## src/rtl/ls_rs.sv

```systemverilog
// Load/store reservation station: holds memory ops until base and store-data operands
// arrive on the CDBs, then issues one resolved op per cycle to the load-store buffer.
module ls_rs #(
    parameter int RS_SIZE   = 4,
    parameter int RS_WIDTH  = 2,
    parameter int ROB_WIDTH = 4
) (
    input  logic                 clk_in,
    input  logic                 rst_in,
    input  logic                 rdy_in,
    input  logic                 clear,
    input  logic                 dec_valid,
    input  logic [3:0]           dec_op,
    input  logic [ROB_WIDTH-1:0] dec_tag,
    input  logic                 dec_qj_valid,
    input  logic [ROB_WIDTH-1:0] dec_qj,
    input  logic [31:0]          dec_vj,
    input  logic                 dec_qk_valid,
    input  logic [ROB_WIDTH-1:0] dec_qk,
    input  logic [31:0]          dec_vk,
    input  logic [31:0]          dec_imm,
    input  logic                 cdb_alu_valid,
    input  logic [ROB_WIDTH-1:0] cdb_alu_tag,
    input  logic [31:0]          cdb_alu_data,
    input  logic                 cdb_lsb_valid,
    input  logic [ROB_WIDTH-1:0] cdb_lsb_tag,
    input  logic [31:0]          cdb_lsb_data,
    output logic                 to_decoder,
    output logic                 to_lsb,
    output logic [3:0]           to_lsb_op,
    output logic [ROB_WIDTH-1:0] to_lsb_tag,
    output logic [31:0]          to_lsb_wdata,
    output logic [31:0]          to_lsb_address
);
    localparam logic [RS_WIDTH:0] CNT_ONE  = (RS_WIDTH+1)'(1);
    localparam logic [RS_WIDTH:0] CNT_FULL = (RS_WIDTH+1)'(RS_SIZE);

    function automatic logic f_is_store(input logic [3:0] op);
        return (op == 4'd5) || (op == 4'd6) || (op == 4'd7);
    endfunction

    logic [RS_SIZE-1:0]   r_busy;
    logic [RS_SIZE-1:0]   r_qj_valid;
    logic [RS_SIZE-1:0]   r_qk_valid;
    logic [3:0]           r_op  [RS_SIZE];
    logic [ROB_WIDTH-1:0] r_tag [RS_SIZE];
    logic [ROB_WIDTH-1:0] r_qj  [RS_SIZE];
    logic [ROB_WIDTH-1:0] r_qk  [RS_SIZE];
    logic [31:0]          r_vj  [RS_SIZE];
    logic [31:0]          r_vk  [RS_SIZE];
    logic [31:0]          r_imm [RS_SIZE];

    logic                w_has_free;
    logic                w_has_iss;
    logic [RS_WIDTH-1:0] w_free_idx;
    logic [RS_WIDTH-1:0] w_iss_idx;
    logic [RS_SIZE-1:0]  w_ready;
    logic [RS_WIDTH:0]   w_cnt_next;
    logic                w_dispatch;

    // Descending scan so the lowest matching index is the one that sticks.
    always_comb begin
        w_has_free = 1'b0;
        w_free_idx = '0;
        w_has_iss  = 1'b0;
        w_iss_idx  = '0;
        w_ready    = r_busy & ~r_qj_valid & ~r_qk_valid;
        for (int i = RS_SIZE - 1; i >= 0; i--) begin
            if (!r_busy[i]) begin
                w_has_free = 1'b1;
                w_free_idx = RS_WIDTH'(i);
            end
            if (w_ready[i]) begin
                w_has_iss = 1'b1;
                w_iss_idx = RS_WIDTH'(i);
            end
        end
    end

    assign w_dispatch = dec_valid & w_has_free;

    always_comb begin
        w_cnt_next = '0;
        for (int i = 0; i < RS_SIZE; i++) begin
            w_cnt_next = w_cnt_next + (RS_WIDTH+1)'(r_busy[i]);
        end
        if (w_dispatch) w_cnt_next = w_cnt_next + CNT_ONE;
        if (w_has_iss)  w_cnt_next = w_cnt_next - CNT_ONE;
    end

    // Dispatch-time bypass: an operand broadcast in the same cycle is captured as ready.
    logic        w_dj_alu, w_dj_lsb, w_dk_alu, w_dk_lsb, w_dk_pend;
    logic        w_dqj_valid, w_dqk_valid;
    logic [31:0] w_dvj, w_dvk;

    assign w_dj_alu    = cdb_alu_valid && (cdb_alu_tag == dec_qj);
    assign w_dj_lsb    = cdb_lsb_valid && (cdb_lsb_tag == dec_qj);
    assign w_dk_alu    = cdb_alu_valid && (cdb_alu_tag == dec_qk);
    assign w_dk_lsb    = cdb_lsb_valid && (cdb_lsb_tag == dec_qk);
    assign w_dk_pend   = dec_qk_valid && f_is_store(dec_op);
    assign w_dqj_valid = dec_qj_valid && !w_dj_alu && !w_dj_lsb;
    assign w_dqk_valid = w_dk_pend && !w_dk_alu && !w_dk_lsb;
    assign w_dvj = !dec_qj_valid ? dec_vj :
                   w_dj_alu      ? cdb_alu_data :
                   w_dj_lsb      ? cdb_lsb_data : dec_vj;
    assign w_dvk = !w_dk_pend    ? dec_vk :
                   w_dk_alu      ? cdb_alu_data :
                   w_dk_lsb      ? cdb_lsb_data : dec_vk;

    always_ff @(posedge clk_in or posedge rst_in) begin
        if (rst_in) begin
            r_busy         <= '0;
            r_qj_valid     <= '0;
            r_qk_valid     <= '0;
            for (int i = 0; i < RS_SIZE; i++) begin
                r_op[i]  <= '0;
                r_tag[i] <= '0;
                r_qj[i]  <= '0;
                r_qk[i]  <= '0;
                r_vj[i]  <= '0;
                r_vk[i]  <= '0;
                r_imm[i] <= '0;
            end
            to_decoder     <= 1'b1;
            to_lsb         <= 1'b0;
            to_lsb_op      <= '0;
            to_lsb_tag     <= '0;
            to_lsb_wdata   <= '0;
            to_lsb_address <= '0;
        end else if (rdy_in) begin
            if (clear) begin
                r_busy     <= '0;
                to_lsb     <= 1'b0;
                to_decoder <= 1'b1;
            end else begin
                // ALU bus wins when both broadcasts carry the awaited tag.
                for (int i = 0; i < RS_SIZE; i++) begin
                    if (r_busy[i] && r_qj_valid[i]) begin
                        if (cdb_alu_valid && (cdb_alu_tag == r_qj[i])) begin
                            r_vj[i]       <= cdb_alu_data;
                            r_qj_valid[i] <= 1'b0;
                        end else if (cdb_lsb_valid && (cdb_lsb_tag == r_qj[i])) begin
                            r_vj[i]       <= cdb_lsb_data;
                            r_qj_valid[i] <= 1'b0;
                        end
                    end
                    if (r_busy[i] && r_qk_valid[i]) begin
                        if (cdb_alu_valid && (cdb_alu_tag == r_qk[i])) begin
                            r_vk[i]       <= cdb_alu_data;
                            r_qk_valid[i] <= 1'b0;
                        end else if (cdb_lsb_valid && (cdb_lsb_tag == r_qk[i])) begin
                            r_vk[i]       <= cdb_lsb_data;
                            r_qk_valid[i] <= 1'b0;
                        end
                    end
                end

                if (w_has_iss) begin
                    r_busy[w_iss_idx] <= 1'b0;
                    to_lsb            <= 1'b1;
                    to_lsb_op         <= r_op[w_iss_idx];
                    to_lsb_tag        <= r_tag[w_iss_idx];
                    to_lsb_address    <= r_vj[w_iss_idx] + r_imm[w_iss_idx];
                    to_lsb_wdata      <= f_is_store(r_op[w_iss_idx]) ? r_vk[w_iss_idx] : 32'd0;
                end else begin
                    to_lsb <= 1'b0;
                end

                // The free slot is non-busy and the issuing slot is busy, so they never coincide.
                if (w_dispatch) begin
                    r_busy[w_free_idx]     <= 1'b1;
                    r_op[w_free_idx]       <= dec_op;
                    r_tag[w_free_idx]      <= dec_tag;
                    r_qj_valid[w_free_idx] <= w_dqj_valid;
                    r_qj[w_free_idx]       <= dec_qj;
                    r_vj[w_free_idx]       <= w_dvj;
                    r_qk_valid[w_free_idx] <= w_dqk_valid;
                    r_qk[w_free_idx]       <= dec_qk;
                    r_vk[w_free_idx]       <= w_dvk;
                    r_imm[w_free_idx]      <= dec_imm;
                end

                to_decoder <= (w_cnt_next < CNT_FULL);
            end
        end
    end
endmodule
```

## config.mk

```make
export PLATFORM = sky130hd
export DESIGN_NAME = ls_rs
export DESIGN_NICKNAME = d
export VERILOG_FILES = /design/src/rtl/ls_rs.sv
export SDC_FILE = /design/constraint.sdc
export NUM_CORES = 2
export LEC_CHECK = 0
export CORE_AREA = 2 2 283 201
export DETAILED_ROUTE_END_ITERATION = 10
export DIE_AREA = 0 0 285 203
export MAX_ROUTING_LAYER = met4
export PLACE_DENSITY = 0.78
export SLEW_MARGIN = 20
export SYNTH_ARGS = -nofsm -noshare
export SYNTH_HDL_FRONTEND = slang
export SYNTH_SLANG_ARGS = --single-unit
```

## constraint.sdc

```tcl
create_clock -name clk_in -period 48.9 [get_ports clk_in]
set_input_delay 9.78 -clock clk_in [delete_from_list [all_inputs] [get_ports clk_in]]
set_output_delay 9.78 -clock clk_in [all_outputs]
set_load 0.02 [all_outputs]
```

# Yosys cells after proc, flatten, opt, wreduce, memory -nomap -nowiden
# Cells that the tools add are included.
[totals]
ff_bits = 534
input_bits = 193
out_inout_bits = 74
elab_cells = 284
[classes]
n_addsub = 6
order_cmp = 8
eq_ne = 26
muxes = 149
bitwise = 11
n_reduce_logical = 47
[ops]
columns = ["operator", "count"]
rows = [
  ["32-bit two-way mux", 54],
  ["128-bit bitwise mux", 3],
  ["128-bit two-way mux", 2],
  ["32-bit binary-select mux with 2-bit select", 3],
  ["4-bit == test", 20],
  ["16-bit bitwise mux", 4],
  ["32-bit demux with 2-bit select", 1],
  ["1-bit two-way mux", 53],
  ["4-bit two-way mux", 12],
  ["1-bit logical AND", 36],
  ["32-bit adder", 1],
  ["4-bit by 3-bit == test with 1-bit output, second input constant", 6],
  ["4-bit binary-select mux with 2-bit select", 2],
  ["2-bit two-way mux", 8],
  ["4-bit bitwise AND", 3],
  ["4-bit inverter", 3],
  ["4-bit bitwise mux", 2],
  ["4-bit demux with 2-bit select", 1],
  ["3-bit greater-or-equal comparator, second input constant", 2],
  ["2-bit by 3-bit < comparator with 1-bit output, second input constant", 2],
  ["3-bit two-way mux", 2],
  ["2-bit inverter with 3-bit output", 2],
  ["3-bit AND reduction", 2],
  ["1-bit demux with 2-bit select", 2],
  ["other kinds (14)", 21],
]

# Depth between registers and ports, before layout
[logic_depth]
ltp_word = 19
depth_mapped = 18
mapped_depth_nobuf = 15

# Worst setup path before layout
# No wires, ideal clock.
[synth_path]
path_kind = "input to register"
start = "in cdb_lsb_tag[2]"
end = "reg r_vj[63] in the netlist's numbering"
setup_ps = 126
t_arrival_ps = 11597
required_time_ps = 48774
setup_slack_ps = 37177
cell_stages = 8
n_path_buf = 1
path_cell_list = "buf_2 > xnor2_1 > nand3_1 > or4_4 > or3_1 > a21o_1 > a21o_1 > a221o_1"
[synth_via]
elab_chain_cells = 9
elab_cells_between_ends = 14
[synth_lines]
columns = ["element", "line_no", "source"]
rows = [
  ["from (decl)", "26", "input logic [ROB_WIDTH-1:0] cdb_lsb_tag,"],
  ["4-bit == test", "142", "end else if (cdb_lsb_valid && (cdb_lsb_tag == r_qj[i])) begin"],
  ["1-bit logical AND", "142", ""],
  ["32-bit two-way mux", "142", ""],
  ["32-bit two-way mux", "139", "if (cdb_alu_valid && (cdb_alu_tag == r_qj[i])) begin"],
  ["32-bit two-way mux", "138", "if (r_busy[i] && r_qj_valid[i]) begin"],
  ["32-bit two-way mux", "131", "if (clear) begin"],
  ["32-bit two-way mux", "130", "end else if (rdy_in) begin"],
  ["128-bit bitwise mux", "176", "r_vj[w_free_idx] <= w_dvj;"],
  ["128-bit two-way mux *", "170", "if (w_dispatch) begin"],
  ["to (signal, indexed assignment)", "140", "r_vj[i] <= cdb_alu_data;"],
  ["to (signal, indexed assignment)", "143", "r_vj[i] <= cdb_lsb_data;"],
  ["to (signal, indexed assignment)", "176", ""],
  ["to (decl)", "49", "logic [31:0] r_vj [RS_SIZE];"],
]
# Mark *: on every way between the ends. The rest lies on a longest branch, timed or not. The select of a mux whose other input is x is not followed.
# A chain may end at the register's enable or synchronous reset.

# Final worst setup path
[layout_path]
start = "in cdb_alu_tag[2]"
end = "reg r_vk[90] in the netlist's numbering"
[layout_via]
elab_chain_cells = 8
elab_cells_between_ends = 12
[layout_lines]
columns = ["element", "line_no", "source"]
rows = [
  ["from (decl)", "23", "input logic [ROB_WIDTH-1:0] cdb_alu_tag,"],
  ["4-bit == test", "148", "if (cdb_alu_valid && (cdb_alu_tag == r_qk[i])) begin"],
  ["1-bit logical AND", "148", ""],
  ["32-bit two-way mux", "148", ""],
  ["32-bit two-way mux", "147", "if (r_busy[i] && r_qk_valid[i]) begin"],
  ["32-bit two-way mux", "131", ""],
  ["32-bit two-way mux", "130", ""],
  ["128-bit bitwise mux", "179", "r_vk[w_free_idx] <= w_dvk;"],
  ["128-bit two-way mux *", "170", ""],
  ["to (signal, indexed assignment)", "149", "r_vk[i] <= cdb_alu_data;"],
  ["to (signal, indexed assignment)", "152", "r_vk[i] <= cdb_lsb_data;"],
  ["to (signal, indexed assignment)", "179", ""],
  ["to (decl)", "50", "logic [31:0] r_vk [RS_SIZE];"],
]
# Marked as above.

==> qor.yml <==
status:
  run_status: "completed"
pwr:
  static-leakage-power_nw: 14.5
  power.sequential.fraction_pct: 39.1
  cellInternalPower_mw: 1.07
  peakVddDrop_mv: 0.0319
  finalPower_mw: 1.65
  clock_power_share_pct: 27.2
  switching_pwr_uw: 583
  switching_share_pct: 35.3
  power.share.combinational_pct: 33.7
  power_per_cell_area_nw_per_um2: 47.2
worst_hold_path:
  worst_hold_path_endpoint: "r_imm[123]"
  min-delay-path-class: "reg2reg"
  timing.hold.worst_path_depth: 2
  hold_start: "r_imm[123]"
logic_synthesis:
  avgSynthCellArea_sq_um: 9.78
  synth_sequential_area_ratio_pct: 44.4
  ys_warn_count: 0
  synth_area_sq_um: 30100
  synth_edf_count: 0
  synthesis.nets: 3305
  ys_dominant_reg_cell: "dfrtp_1"
  ys_async_sr_fraction_pct: 100
  synth-seq-cells: 534
  post_synth_num_cell_types: 69
  netlist_instances: 3076
drt:
  totalWireLength_um: 110000
  antenna_left: 0
  num_vias: 28100
  average_via_count_per_standard_cell: 7.17
  drt_pre_antenna_iters: 8
  post-route-drc-count: 0
  wl_per_cell_um: 28.0
  drt_first_iter_violations: 4180
die:
  num_io_pins: 267
  floorplan.rows: 72
  overall_die_area_sq_um: 57900
  initial_core_util_pct: 54.7
  die-height_um: 203
  core_area_sq_um: 55000
  chipWidth_um: 285
timing:
  maxClockFrequency_ghz: 0.0724
  post-route-period-util_pct: 28.2
  timing.final.hold_violations: 0
  worst_max_slew_pin_slew_ns: 1.28
  slew_violations: 0
  timing.final.setup_violations: 0
  worst_clock_skew_ns: 0.0250
  min_period_ns: 13.81
  finalSetupTns_ns: 0
  grt_setup_unrepaired: "false"
  max_slew_margin_pct: 14.4
clock_network:
  clock_sink_count: 534
  inserted_clock_buffers: 53
  cts_setup_buffers: 0
  tritoncts_clock_tree: "yes"
  clk-insertion-delay-late_ns: 0.63
  clk_path_buf_depth: 3
  cts_htree_levels: 2
  clock_tree.root_cell: "clkbuf_16"
  cts.reportedPaths.clkPinSlew_ns: 0.07
  cts_hold_buf: 0
  cts_resized: 0
setup_path:
  worst-endpoint-required_ns: 49.39
  regToRegStartpoint: "r_busy[3]"
  timing_worst_setup_path_type: "in2reg"
  cp_data_arrival_time_ns: 14.30
  r2r-end: "to_lsb_address[29]"
  sort_of_element_at_the_end_of_the_critical_path: "flop"
  worstSetupStartpointType: "input pin"
  worstRegToRegCells: 14
  worstPathMaxFanout: 31
  regToRegSetupSlack_ns: 42.55
layout:
  final_layout_size_suffix_gt1_share_pct: 10.7
  syn_to_final_growth_pct: 16.4
  n_fill_cell: 4273
  finalNetCount: 3366
  layout_commonest_cell: "dfrtp_1"
  most-common-layout-cells: "dfrtp_1, nand2_1, nor2_1"
global_route:
  antenna_violations_before_repair: 2
  globalRouteOverflowTotal: 0
  grt_max_degree: 168
  grtUsageTotal_pct: 38.2
  via_count_of_the_first_global_routing_pass: 28600
  grt_first_pass_wirelength_um: 167000
placement:
  dp_hpwl_um: 67500
  place.gp.congestion: 0.950
  io_buffer_count: 266
flow_run:
  max_cap_viol_count: 0
==> layer usage <==
metal	vias to the layer above	track usage, %	part of all wire [%]
met5	-	-	0
met4	0	20.7	5.7
met3	489	8.87	13
met2	2225	55.0	43
met1	13900	50.0	38
li1	11500	-	-
==> through the flow <==
step           worst slack (ns)  instance area [sq um]  cells  hold WS (ns)  utilization [%]
2_1_floorplan             24.20                  30100   3076         0.446                -
3_3_place_gp              34.93                  33100   3820         0.457             60.1
3_5_place_dp              34.79                  33100   3821         0.463             60.2
4_1_cts                   35.43                  35000   3916         0.478             63.6
5_1_grt                   35.14                  35000   3919         0.495             63.7
6_report                  35.09                  35000   3920         0.475             63.7
==> cell families (layout without fill, tap and decap cells) <==
family                     count (synthesis)  after routing  synth area share (%)
AOI/OAI and AO/OA                        862            862                  21.1
xor gates and xnor gates                 100            100                  2.91
adders and majority gates                 36             36                  1.57
buffers and inverters                    340            441                  4.69
DFF                                      534            534                  44.4
muxes                                    412            412                  14.3
other                                      0              3                     0
and+or+nand+nor                          792            792                  11.0
==> worst max-delay path by stage <==
stage / start / end / slack (ns) / cells after the start
finish: cdb_alu_tag[2] / r_vk[90] / 35.09 / 9
global route: cdb_alu_tag[2] / r_vk[34] / 35.14 / 9
detailed placement: cdb_alu_tag[2] / r_vk[90] / 34.79 / 9
CTS: cdb_alu_tag[2] / r_vk[125] / 35.43 / 9
global placement: cdb_alu_tag[2] / r_vk[61] / 34.93 / 9
floorplan: rst_in / r_busy[0] / 24.20 / 1
==> critical path: stages <==
cell	delay, ns
clkdlybuf4s50_1	0.76
xor2_1	0.31
nor3_1	0.44
nand3_2	0.84
nand2_1	0.98
buf_4	0.41
o22a_1	0.20
o22ai_1	0.13
a221oi_1	0.42
==> power by group through the flow <==
| stage | registers [mW] | clock network, mW | logic [mW] |
|---|---|---|---|
| 3_5_place_dp | 0.647 | 0 | 0.545 |
| 2_1_floorplan | 0.653 | 0 | 0.345 |
| 6_report | 0.646 | 0.449 | 0.557 |
| 5_1_grt | 0.656 | 0.469 | 0.601 |
| 3_3_place_gp | 0.640 | 0 | 0.529 |
| 4_1_cts | 0.641 | 0.451 | 0.548 |
==> layout make-up <==
type | instances | area (sq um) | area share (%)
diodes | 3 | 7.51 | 0.0214
clock buffers | 74 | 1570 | 4.48
clock inverters | 21 | 319 | 0.911
inverters | 25 | 101 | 0.290
multi-input cells | 2202 | 15600 | 44.5
flip-flops and latches | 534 | 13400 | 38.2
well taps | 740 | 926 | 2.65
repair buffers | 321 | 3150 | 9.01
==> sequential cells by signal, summed over array words and instances, names as in the netlist <==
| signal | flops |
|---|---|
| r_imm | 128 |
| r_qj_valid | 4 |
| to_lsb_address | 32 |
| r_vk | 128 |
| r_qk | 16 |
| to_lsb | 1 |
| r_qk_valid | 4 |
| r_qj | 16 |
| r_op | 16 |
| r_vj | 128 |
| to_lsb_wdata | 32 |
| to_lsb_tag | 4 |
| r_busy | 4 |
| r_tag | 16 |
| to_lsb_op | 4 |
| to_decoder | 1 |
==> cell usage after synthesis, drive strengths merged, types with 9 or more instances <==
master	count	area, sq um
inv	25	93.8
nand3	20	100
ha	33	413
a21o	17	128
a22oi	37	288
nor3	11	55.1
nor2	295	1110
o21ai	67	339
and3	12	75.1
nor4	18	149
mux2	144	1620
mux2i	268	2680
xnor2	33	289
o22a	33	289
a22o	33	289
a31oi	53	332
a21oi	92	468
buf	168	766
dfrtp	533	13300
nand2	387	1450
a221o	18	180
xor2	67	587
o2bb2ai	32	280
clkbuf	147	552
o211ai	10	75.1
nand4	9	56.3
a221oi	255	2230
o22ai	169	1060
nor3b	9	72.6
Power figures use the tool's default switching activity.
